===== src/rtl/lcd_timing_driver.sv =====
// rtl/lcd_timing_driver.sv - RGB LCD raster timing generator with power-up sequencing
// Pixel coordinates lead DE by one pclk so the generator's registered data lands on DE.
module lcd_timing_driver #(
  parameter int H_SYNC  = 128,
  parameter int H_BACK  = 88,
  parameter int H_DISP  = 800,
  parameter int H_FRONT = 40,
  parameter int V_SYNC  = 2,
  parameter int V_BACK  = 33,
  parameter int V_DISP  = 480,
  parameter int V_FRONT = 10,
  parameter int PWR_DLY = 1000
) (
  input  logic        lcd_pclk,
  input  logic        rst_n,
  input  logic [23:0] pixel_data,
  output logic [10:0] pixel_xpos,
  output logic [10:0] pixel_ypos,
  output logic [10:0] h_disp,
  output logic [10:0] v_disp,
  output logic        lcd_hs,
  output logic        lcd_vs,
  output logic        lcd_de,
  output logic [23:0] lcd_rgb,
  output logic        lcd_bl,
  output logic        frame_done
);

  localparam logic [10:0] H_MAX  = 11'(H_SYNC + H_BACK + H_DISP + H_FRONT - 1);
  localparam logic [10:0] V_MAX  = 11'(V_SYNC + V_BACK + V_DISP + V_FRONT - 1);
  localparam logic [10:0] HS_END = 11'(H_SYNC);
  localparam logic [10:0] VS_END = 11'(V_SYNC);
  localparam logic [10:0] HA     = 11'(H_SYNC + H_BACK);
  localparam logic [10:0] HA_END = 11'(H_SYNC + H_BACK + H_DISP);
  localparam logic [10:0] REQ_LO = 11'(H_SYNC + H_BACK - 1);
  localparam logic [10:0] REQ_HI = 11'(H_SYNC + H_BACK + H_DISP - 1);
  localparam logic [10:0] X_OFS  = 11'(H_SYNC + H_BACK - 2);
  localparam logic [10:0] VA     = 11'(V_SYNC + V_BACK);
  localparam logic [10:0] VA_END = 11'(V_SYNC + V_BACK + V_DISP);
  localparam logic [10:0] Y_OFS  = 11'(V_SYNC + V_BACK - 1);

  localparam int              DW       = (PWR_DLY > 1) ? $clog2(PWR_DLY) : 1;
  localparam logic [DW-1:0]   DLY_LAST = DW'(PWR_DLY - 1);

  typedef enum logic [1:0] {
    IDLE  = 2'd0,
    BLANK = 2'd1,
    RUN   = 2'd2
  } state_t;

  state_t        state, state_nx;
  logic [10:0]   h_cnt, h_nx;
  logic [10:0]   v_cnt, v_nx;
  logic [DW-1:0] dly_cnt, dly_nx;

  logic timing;
  logic run;
  logic v_act;
  logic req_win;

  always_ff @(posedge lcd_pclk) begin
    if (!rst_n) begin
      state   <= IDLE;
      h_cnt   <= '0;
      v_cnt   <= '0;
      dly_cnt <= '0;
    end else begin
      state   <= state_nx;
      h_cnt   <= h_nx;
      v_cnt   <= v_nx;
      dly_cnt <= dly_nx;
    end
  end

  always_comb begin
    state_nx = state;
    h_nx     = h_cnt;
    v_nx     = v_cnt;
    dly_nx   = dly_cnt;
    case (state)
      IDLE: begin
        h_nx = '0;
        v_nx = '0;
        if (dly_cnt == DLY_LAST) begin
          state_nx = BLANK;
          dly_nx   = '0;
        end else begin
          dly_nx = dly_cnt + DW'(1);
        end
      end
      BLANK, RUN: begin
        if (h_cnt == H_MAX) begin
          h_nx = '0;
          v_nx = (v_cnt == V_MAX) ? 11'd0 : v_cnt + 11'd1;
        end else begin
          h_nx = h_cnt + 11'd1;
        end
        // The single blank frame ends on its own frame_done cycle.
        if (state == BLANK && frame_done) state_nx = RUN;
      end
      default: state_nx = IDLE;
    endcase
  end

  assign timing  = (state == BLANK) || (state == RUN);
  assign run     = (state == RUN);
  assign v_act   = run && (v_cnt >= VA) && (v_cnt < VA_END);
  assign req_win = v_act && (h_cnt >= REQ_LO) && (h_cnt < REQ_HI);

  assign lcd_hs     = !(timing && (h_cnt < HS_END));
  assign lcd_vs     = !(timing && (v_cnt < VS_END));
  assign lcd_de     = v_act && (h_cnt >= HA) && (h_cnt < HA_END);
  assign lcd_bl     = run;
  assign frame_done = timing && (h_cnt == H_MAX) && (v_cnt == V_MAX);

  assign pixel_xpos = req_win ? (h_cnt - X_OFS) : 11'd0;
  assign pixel_ypos = v_act ? (v_cnt - Y_OFS) : 11'd0;
  assign lcd_rgb    = lcd_de ? pixel_data : 24'd0;

  assign h_disp = 11'(H_DISP);
  assign v_disp = 11'(V_DISP);

endmodule


===== config.mk =====
export PLATFORM = sky130hd
export DESIGN_NAME = lcd_timing_driver
export DESIGN_NICKNAME = d
export VERILOG_FILES = /design/src/rtl/lcd_timing_driver.sv
export SDC_FILE = /design/constraint.sdc
export NUM_CORES = 1
export LEC_CHECK = 0
export ABC_AREA = 0
export CORE_MARGIN = 8
export CORE_UTILIZATION = 25
export DETAILED_ROUTE_END_ITERATION = 7
export PLACE_DENSITY = 0.5
export SLEW_MARGIN = 20
export SYNTH_ARGS = -nofsm -noshare
export SYNTH_HDL_FRONTEND = slang
export SYNTH_SLANG_ARGS = --single-unit
export TNS_END_PERCENT = 5

===== constraint.sdc =====
create_clock -name lcd_pclk -period 5.2 [get_ports lcd_pclk]
set_input_delay 1.3 -clock lcd_pclk [delete_from_list [all_inputs] [get_ports lcd_pclk]]
set_output_delay 1.3 -clock lcd_pclk [all_outputs]
set_load 0.01 [all_outputs]

==> flow_summary.json, run 1 <==
{
  "status": "complete, no violations",
  "start_util_pct": 25.4,
  "die_w_um": 121,
  "gp_congestion": 0.777,
  "synth_compound_area_share_pct": 13.0,
  "cts_buffer_depth": 2,
  "seq_area_frac_synth_pct": 24.8,
  "drtPass1Iterations": 4,
  "drt_wl_total_mm": 7.63,
  "antenna_found_initial": 0,
  "synth_top_family_by_area": "simple AND/OR/NAND/NOR gates",
  "synth_area_mm2": 0.00274,
  "power_mw": 0.504,
  "holdWs_ns": 0.495,
  "io_buffer_count": 76,
  "maxSlewViolCount": 0,
  "crit_buf_inv": 3,
  "drt_iter0_drc": 129,
  "grt_max_degree": 26,
  "tns_ns": 0,
  "fmax_ghz": 0.211,
  "vdd_drop_max_v": 0.0000819,
  "final.period_utilization_pct": 91.0,
  "syn_to_final_growth_pct": 31.3,
  "slew_headroom_pct": 55.4,
  "synthArstFlopShare_pct": 0,
  "worst_r2r_endpoint": "v_cnt[8]",
  "post-cts-setup-buffers": 0,
  "place_ws_ns": 0.670,
  "cp.required_ns": 3.90,
  "place_area_mm2": 0.00350,
  "crit_family": "simple AND/OR/NAND/NOR gates",
  "r2r_cells": 8,
  "fin_area_mm2": 0.00360,
  "yosys.area_share.simple_pct": 33.2,
  "worstSkewPairLatency_ns": 0.29,
  "ant_nets": 0,
  "skew_ns": 0.00840,
  "grt_first_pass_wirelength_mm": 12.2,
  "core_area_mm2": 0.0108,
  "grt_pass1_vias": 2359,
  "finalNonFillerCells": 565,
  "fin_nets": 463,
  "path_class": "reg -> out",
  "cellPowerDensity_mw_per_mm2": 140,
  "syn_area_per_cell_um2": 7.49,
  "worst_pin_slew_ns": 0.663,
  "cp_max_fo": 12,
  "diodes": 0,
  "synth_enable_flop_cells": 0,
  "cp_num_cells": 9,
  "rows": 38,
  "numCtsBuffers": 5,
  "htree_levels": 2,
  "r2r_slack_ns": 2.85,
  "num_io_pins": 99,
  "end_kind": "output pin",
  "drive_gt1_share_pct": 4.47,
  "synth_mux_area_share_pct": 1.46,
  "yosys_register_bits": 34,
  "r2r_start": "state[0]",
  "synth_xor_area_share_pct": 9.58,
  "synth_cells": 366,
  "drc": 0,
  "cts_tree": "yes",
  "ys_types": 52,
  "die_area_mm2": 0.0146,
  "hold_violations": 0,
  "grt_overflow_total": 0,
  "period_needed_ns": 4.73,
  "dp_cells": 557,
  "max_stage_delay_ns": 0.61,
  "hold_path_class": "reg -> reg",
  "dr_total_vias": 2516,
  "place_hpwl_mm": 5.91,
  "wl_per_cell_um": 13.5,
  "p_leak_nw": 1.33,
  "setup_viol": 0,
  "worst_path_max_delay_cell": "or4b_4",
  "synthFlopType": "dfxtp_1",
  "ys_warn_count": 0,
  "startpoint": "v_cnt[2]",
  "clkSlewWorstSetupHoldPaths_ns": 0.08,
  "rsz0062_at_grt": "false",
  "synth_fa_ha_area_share_pct": 5.93,
  "max-cap-violations": 0,
  "via_per_inst": 4.45,
  "crit_path_start_kind": "register",
  "worstPathArrival_ns": 3.43,
  "crit_path_cell_trace": "inv_1, ha_1, a2111oi_4, and4b_1, o311ai_2, buf_4, or4b_4, nor2_1, clkdlybuf4s50_1",
  "crit_end": "pixel_xpos[10]",
  "fin_util_pct": 33.3,
  "track_usage_pct": 10.1,
  "cts_root_buffer": "clkbuf_8",
  "worst_slack_ns": 0.468,
  "cts_hold_buf": 0,
  "clock_sinks": 34,
  "die_height_um": 121,
  "cts_resized": 0
}
worst register-to-register path, stage by stage, from the launching register on:
cell     delay, ns
dfxtp_1       0.37
inv_1         0.09
ha_1          0.41
nor4b_2       0.34
nand3_1       0.36
nor3_1        0.27
buf_4         0.22
nand4_1       0.10
mux2i_1       0.13
synthesized netlist by cell type, types with 2 or more instances:
library cell,number,area share [%]
ha_1,13,5.9
and4_1,2,0.64
nand2_1,21,2.9
nand2b_1,5,1.1
inv_1,10,1.4
a21boi_0,3,0.82
o21ai_0,22,4.0
clkbuf_1,20,2.7
or2_2,3,0.68
nor3_1,8,1.5
nor2_1,51,7.0
a22o_1,2,0.64
buf_2,3,0.55
nor2b_1,4,0.91
nand4_1,5,1.1
buf_6,2,0.82
a41oi_1,2,0.64
nor4_1,6,1.4
dfxtp_1,34,25
nand3b_1,2,0.55
a21oi_1,16,2.9
xor2_1,14,4.5
xnor2_1,16,5.1
nand3_1,12,2.2
conb_1,2,0.27
and2_1,27,6.2
and4b_1,2,0.73
mux2i_1,4,1.5
nand4b_1,3,0.96
and3_1,6,1.4
or3_1,3,0.68
nor3b_1,2,0.55
buf_4,22,6.0
kinds of logic (layout without fill, tap and decap cells):
family / after synthesis / after routing
other: 2 / 22
AOI/OAI and AO/OA: 56 / 56
DFF: 34 / 34
xor gates and xnor gates: 30 / 30
and+or+nand+nor: 168 / 168
adders and majority gates: 13 / 13
buffers and inverters: 59 / 98
muxes: 4 / 4
worst min-delay path by stage:
| stage | start | endpoint | slack [ns] | cells past startpoint |
|---|---|---|---|---|
| floorplan | dly_cnt[1] | dly_cnt[1] | 0.46 | 2 |
| global placement | dly_cnt[1] | dly_cnt[1] | 0.47 | 2 |
| detailed placement | dly_cnt[9] | dly_cnt[9] | 0.48 | 2 |
| CTS | dly_cnt[1] | dly_cnt[1] | 0.50 | 2 |
| global route | dly_cnt[1] | dly_cnt[1] | 0.53 | 2 |
| finish | dly_cnt[1] | dly_cnt[1] | 0.49 | 2 |
layer usage:
metal | vias up | GRT usage (%) | share of wire [%]
met4 | 0 | 3.36 | 1.5
met1 | 1143 | 13.1 | 45
li1 | 1302 | - | -
met5 | - | 0 | 0
met2 | 64 | 16.3 | 48
met3 | 7 | 2.14 | 5.4
placed cells by master (no fill, tap or decap), types with 2 or more instances in the layout:
cell type	count
clkdlybuf4s50_1	76
nor2_1	51
dfxtp_1	34
and2_1	27
o21ai_0	22
conb_1	22
nand2_1	21
a21oi_1	16
xnor2_1	16
xor2_1	14
ha_1	13
nand3_1	12
inv_1	10
nor3_1	8
nor4_1	6
and3_1	6
clkbuf_8	6
nand2b_1	5
nand4_1	5
nor2b_1	4
mux2i_1	4
or2_2	3
or3_1	3
nand4b_1	3
a21boi_0	3
buf_4	3
and4b_1	2
nor3b_1	2
a41oi_1	2
and4_1	2
a22o_1	2
nand3b_1	2
layout make-up:
type / count / area, µm²
Fill cell: 1161 / 7190
Multi-Input combinational cell: 293 / 1830
Timing Repair Buffer: 79 / 783
Sequential cell: 34 / 681
Tap cell: 140 / 175
Clock buffer: 7 / 86.3
Inverter: 11 / 41.3
Clock inverter: 1 / 5.00
state kept, by name, summed over array words and instances (netlist names):
| name | count |
|---|---|
| dly_cnt | 10 |
| h_cnt | 11 |
| state | 2 |
| v_cnt | 11 |
where the power goes:
group          internal (mW)  leakage [nW]  switching [mW]
sequential             0.262         0.274         0.00180
clock                  0.107        0.0482          0.0999
combinational         0.0187          1.01          0.0146
No activity file was read; power rests on OpenSTA's default activity.
==> run 2: changes to the inputs <==
--- a/config.mk
+++ b/config.mk
@@ -6,6 +6,7 @@
 export NUM_CORES = 1
 export LEC_CHECK = 0
 export ABC_AREA = 0
+export ABC_CLOCK_PERIOD_IN_PS = 5200
 export CORE_MARGIN = 8
 export CORE_UTILIZATION = 25
 export DETAILED_ROUTE_END_ITERATION = 7
==> results of run 2 <==
No change in the layout: final DEF, timing and power equal those of run 1.
==> run 3: changes to the inputs <==
--- a/config.mk
+++ b/config.mk
@@ -8,10 +8,11 @@
 export ABC_AREA = 0
 export ABC_CLOCK_PERIOD_IN_PS = 5200
 export CORE_MARGIN = 8
-export CORE_UTILIZATION = 25
+export CORE_UTILIZATION = 49
+export CTS_BUF_LIST = sky130_fd_sc_hd__clkbuf_16
 export DETAILED_ROUTE_END_ITERATION = 7
-export PLACE_DENSITY = 0.5
-export SLEW_MARGIN = 20
+export PLACE_DENSITY = 0.87
+export SLEW_MARGIN = 40
 export SYNTH_ARGS = -nofsm -noshare
 export SYNTH_HDL_FRONTEND = slang
 export SYNTH_SLANG_ARGS = --single-unit
==> run 3 against run 2 <==
Net effect:
- via count grew 1.8%
- non-clock buffer count shrank 1
- global-route usage grew 6.6 points
- cell count shrank 13%
- critical path depth shrank 1
- clock-buffer cell count shrank 2
- power grew 13%
- clock power grew 30%
- maximum frequency grew 3.5%
==> flow_summary.json, run 3 (same netlist as run 1, synthesis figures left out) <==
{
  "status": "complete, no violations",
  "grt.busiest_layer": "met2",
  "post-cts-setup-buffers": 0,
  "hold_violations": 0,
  "fin_area_mm2": 0.00353,
  "crit_path_cell_trace": "inv_1, ha_1, a2111oi_4, and4b_1, o311ai_1, or4b_4, nor2_1, clkdlybuf4s50_1",
  "place_area_mm2": 0.00341,
  "period_needed_ns": 4.57,
  "use_met3_pct": 4.99,
  "fin_nets": 462,
  "met1_usage_pct": 19.7,
  "worstSkewPairLatency_ns": 0.27,
  "place_hpwl_mm": 5.24,
  "cts_buffer_depth": 2,
  "path_class": "reg -> out",
  "final_common_cell": "clkdlybuf4s50_1",
  "dp_cells": 488,
  "wl_per_cell_um": 14.1,
  "numCtsBuffers": 5,
  "worstPathArrival_ns": 3.27,
  "die_w_um": 90.8,
  "power_mw": 0.568,
  "crit_family": "simple AND/OR/NAND/NOR gates",
  "tns_ns": 0,
  "slew_headroom_pct": 51.4,
  "finalNonFillerCells": 494,
  "drive_gt1_share_pct": 3.79,
  "hp-start": "dly_cnt[1]",
  "grt_pass1_vias": 2491,
  "rsz0062_at_grt": "false",
  "grt_max_degree": 26,
  "num_io_pins": 99,
  "via_per_inst": 5.19,
  "clkSlewWorstSetupHoldPaths_ns": 0.05,
  "max-cap-violations": 0,
  "vdd_drop_max_v": 0.000140,
  "setup_viol": 0,
  "max_stage_delay_ns": 0.64,
  "cts_hold_buf": 0,
  "io_buffer_count": 76,
  "r2r_start": "state[1]",
  "holdWs_ns": 0.487,
  "drt_wl_total_mm": 6.98,
  "final_cell_mix": "clkdlybuf4s50_1, nor2_1, dfxtp_1, and2_1, conb_1",
  "ant_nets": 0,
  "core_area_mm2": 0.00544,
  "register_area_um2": 681,
  "startpoint": "v_cnt[2]",
  "met2_usage_pct": 28.6,
  "fillers": 454,
  "syn_to_final_growth_pct": 28.9,
  "cts_tree": "yes",
  "rows": 27,
  "multiInputGateArea_mm2": 0.00182,
  "start_util_pct": 50.4,
  "dr_total_vias": 2562,
  "cp_max_fo": 11,
  "final.period_utilization_pct": 87.9,
  "reg_top3": "h_cnt: 11 flops, v_cnt: 11 flops, dly_cnt: 10 flops",
  "crit_path_start_kind": "register",
  "fmax_ghz": 0.219,
  "end_kind": "output pin",
  "antenna_found_initial": 0,
  "drc": 0,
  "grt_first_pass_wirelength_mm": 11.8,
  "hold_path_class": "reg -> reg",
  "maxSlewViolCount": 0,
  "drtPass1Iterations": 4,
  "skew_ns": 0.00296,
  "crit_buf_inv": 2,
  "worst_path_max_delay_cell": "or4b_4",
  "cellPowerDensity_mw_per_mm2": 161,
  "htree_levels": 2,
  "cts_resized": 0,
  "gp_congestion": 0.930,
  "grt_overflow_total": 0,
  "cts_root_buffer": "clkbuf_16",
  "drt_iter0_drc": 165,
  "die_area_mm2": 0.00824,
  "cp.required_ns": 3.90,
  "p_leak_nw": 1.34,
  "track_usage_pct": 16.7,
  "diodes": 0,
  "die_height_um": 90.8,
  "clock_sinks": 34,
  "worst_pin_slew_ns": 0.725
}
run 3: metrics by stage:
step / utilization, % / setup WS, ns
finish: 65.0 / 0.628
CTS: 65.0 / 0.654
global route: 65.0 / 0.428
global placement: 62.5 / 1.06
detailed placement: 62.6 / 0.960
floorplan: - / 1.56
run 3: worst min-delay path, cell delays in order, from the launching register on:
cell and delay [ns]:
dfxtp_1 0.32, nand2b_1 0.07, a21oi_1 0.05
run 3: metal layers:
metal | vias to the layer above | wire [µm]
li1 | 1302 | -
met1 | 1176 | 2980
met2 | 78 | 3470
met3 | 6 | 466
met4 | 0 | 68
met5 | - | 0
run 3: area by class of cell:
cell class,count,share of cell area [%]
clock buffers,5,3.54
clock inverters,1,0.106
inverters,11,1.17
multi-input cells,293,51.4
flip-flops and latches,34,19.3
well taps,72,2.55
repair buffers,78,21.9
run 3: path summary, 6_finish.rpt:
check	endpoint	slack, ns	depth (start not counted)
max	pixel_xpos[9]	0.63	8
min	dly_cnt[1]	0.49	2
max reg2reg	v_cnt[2]	2.56	7
min reg2reg	dly_cnt[1]	0.49	2
run 3: where the power goes:
| group | internal (mW) | switching, mW |
|---|---|---|
| Clock | 0.170 | 0.100 |
| Combinational | 0.0187 | 0.0147 |
| Sequential | 0.263 | 0.00180 |
| Total | 0.452 | 0.116 |
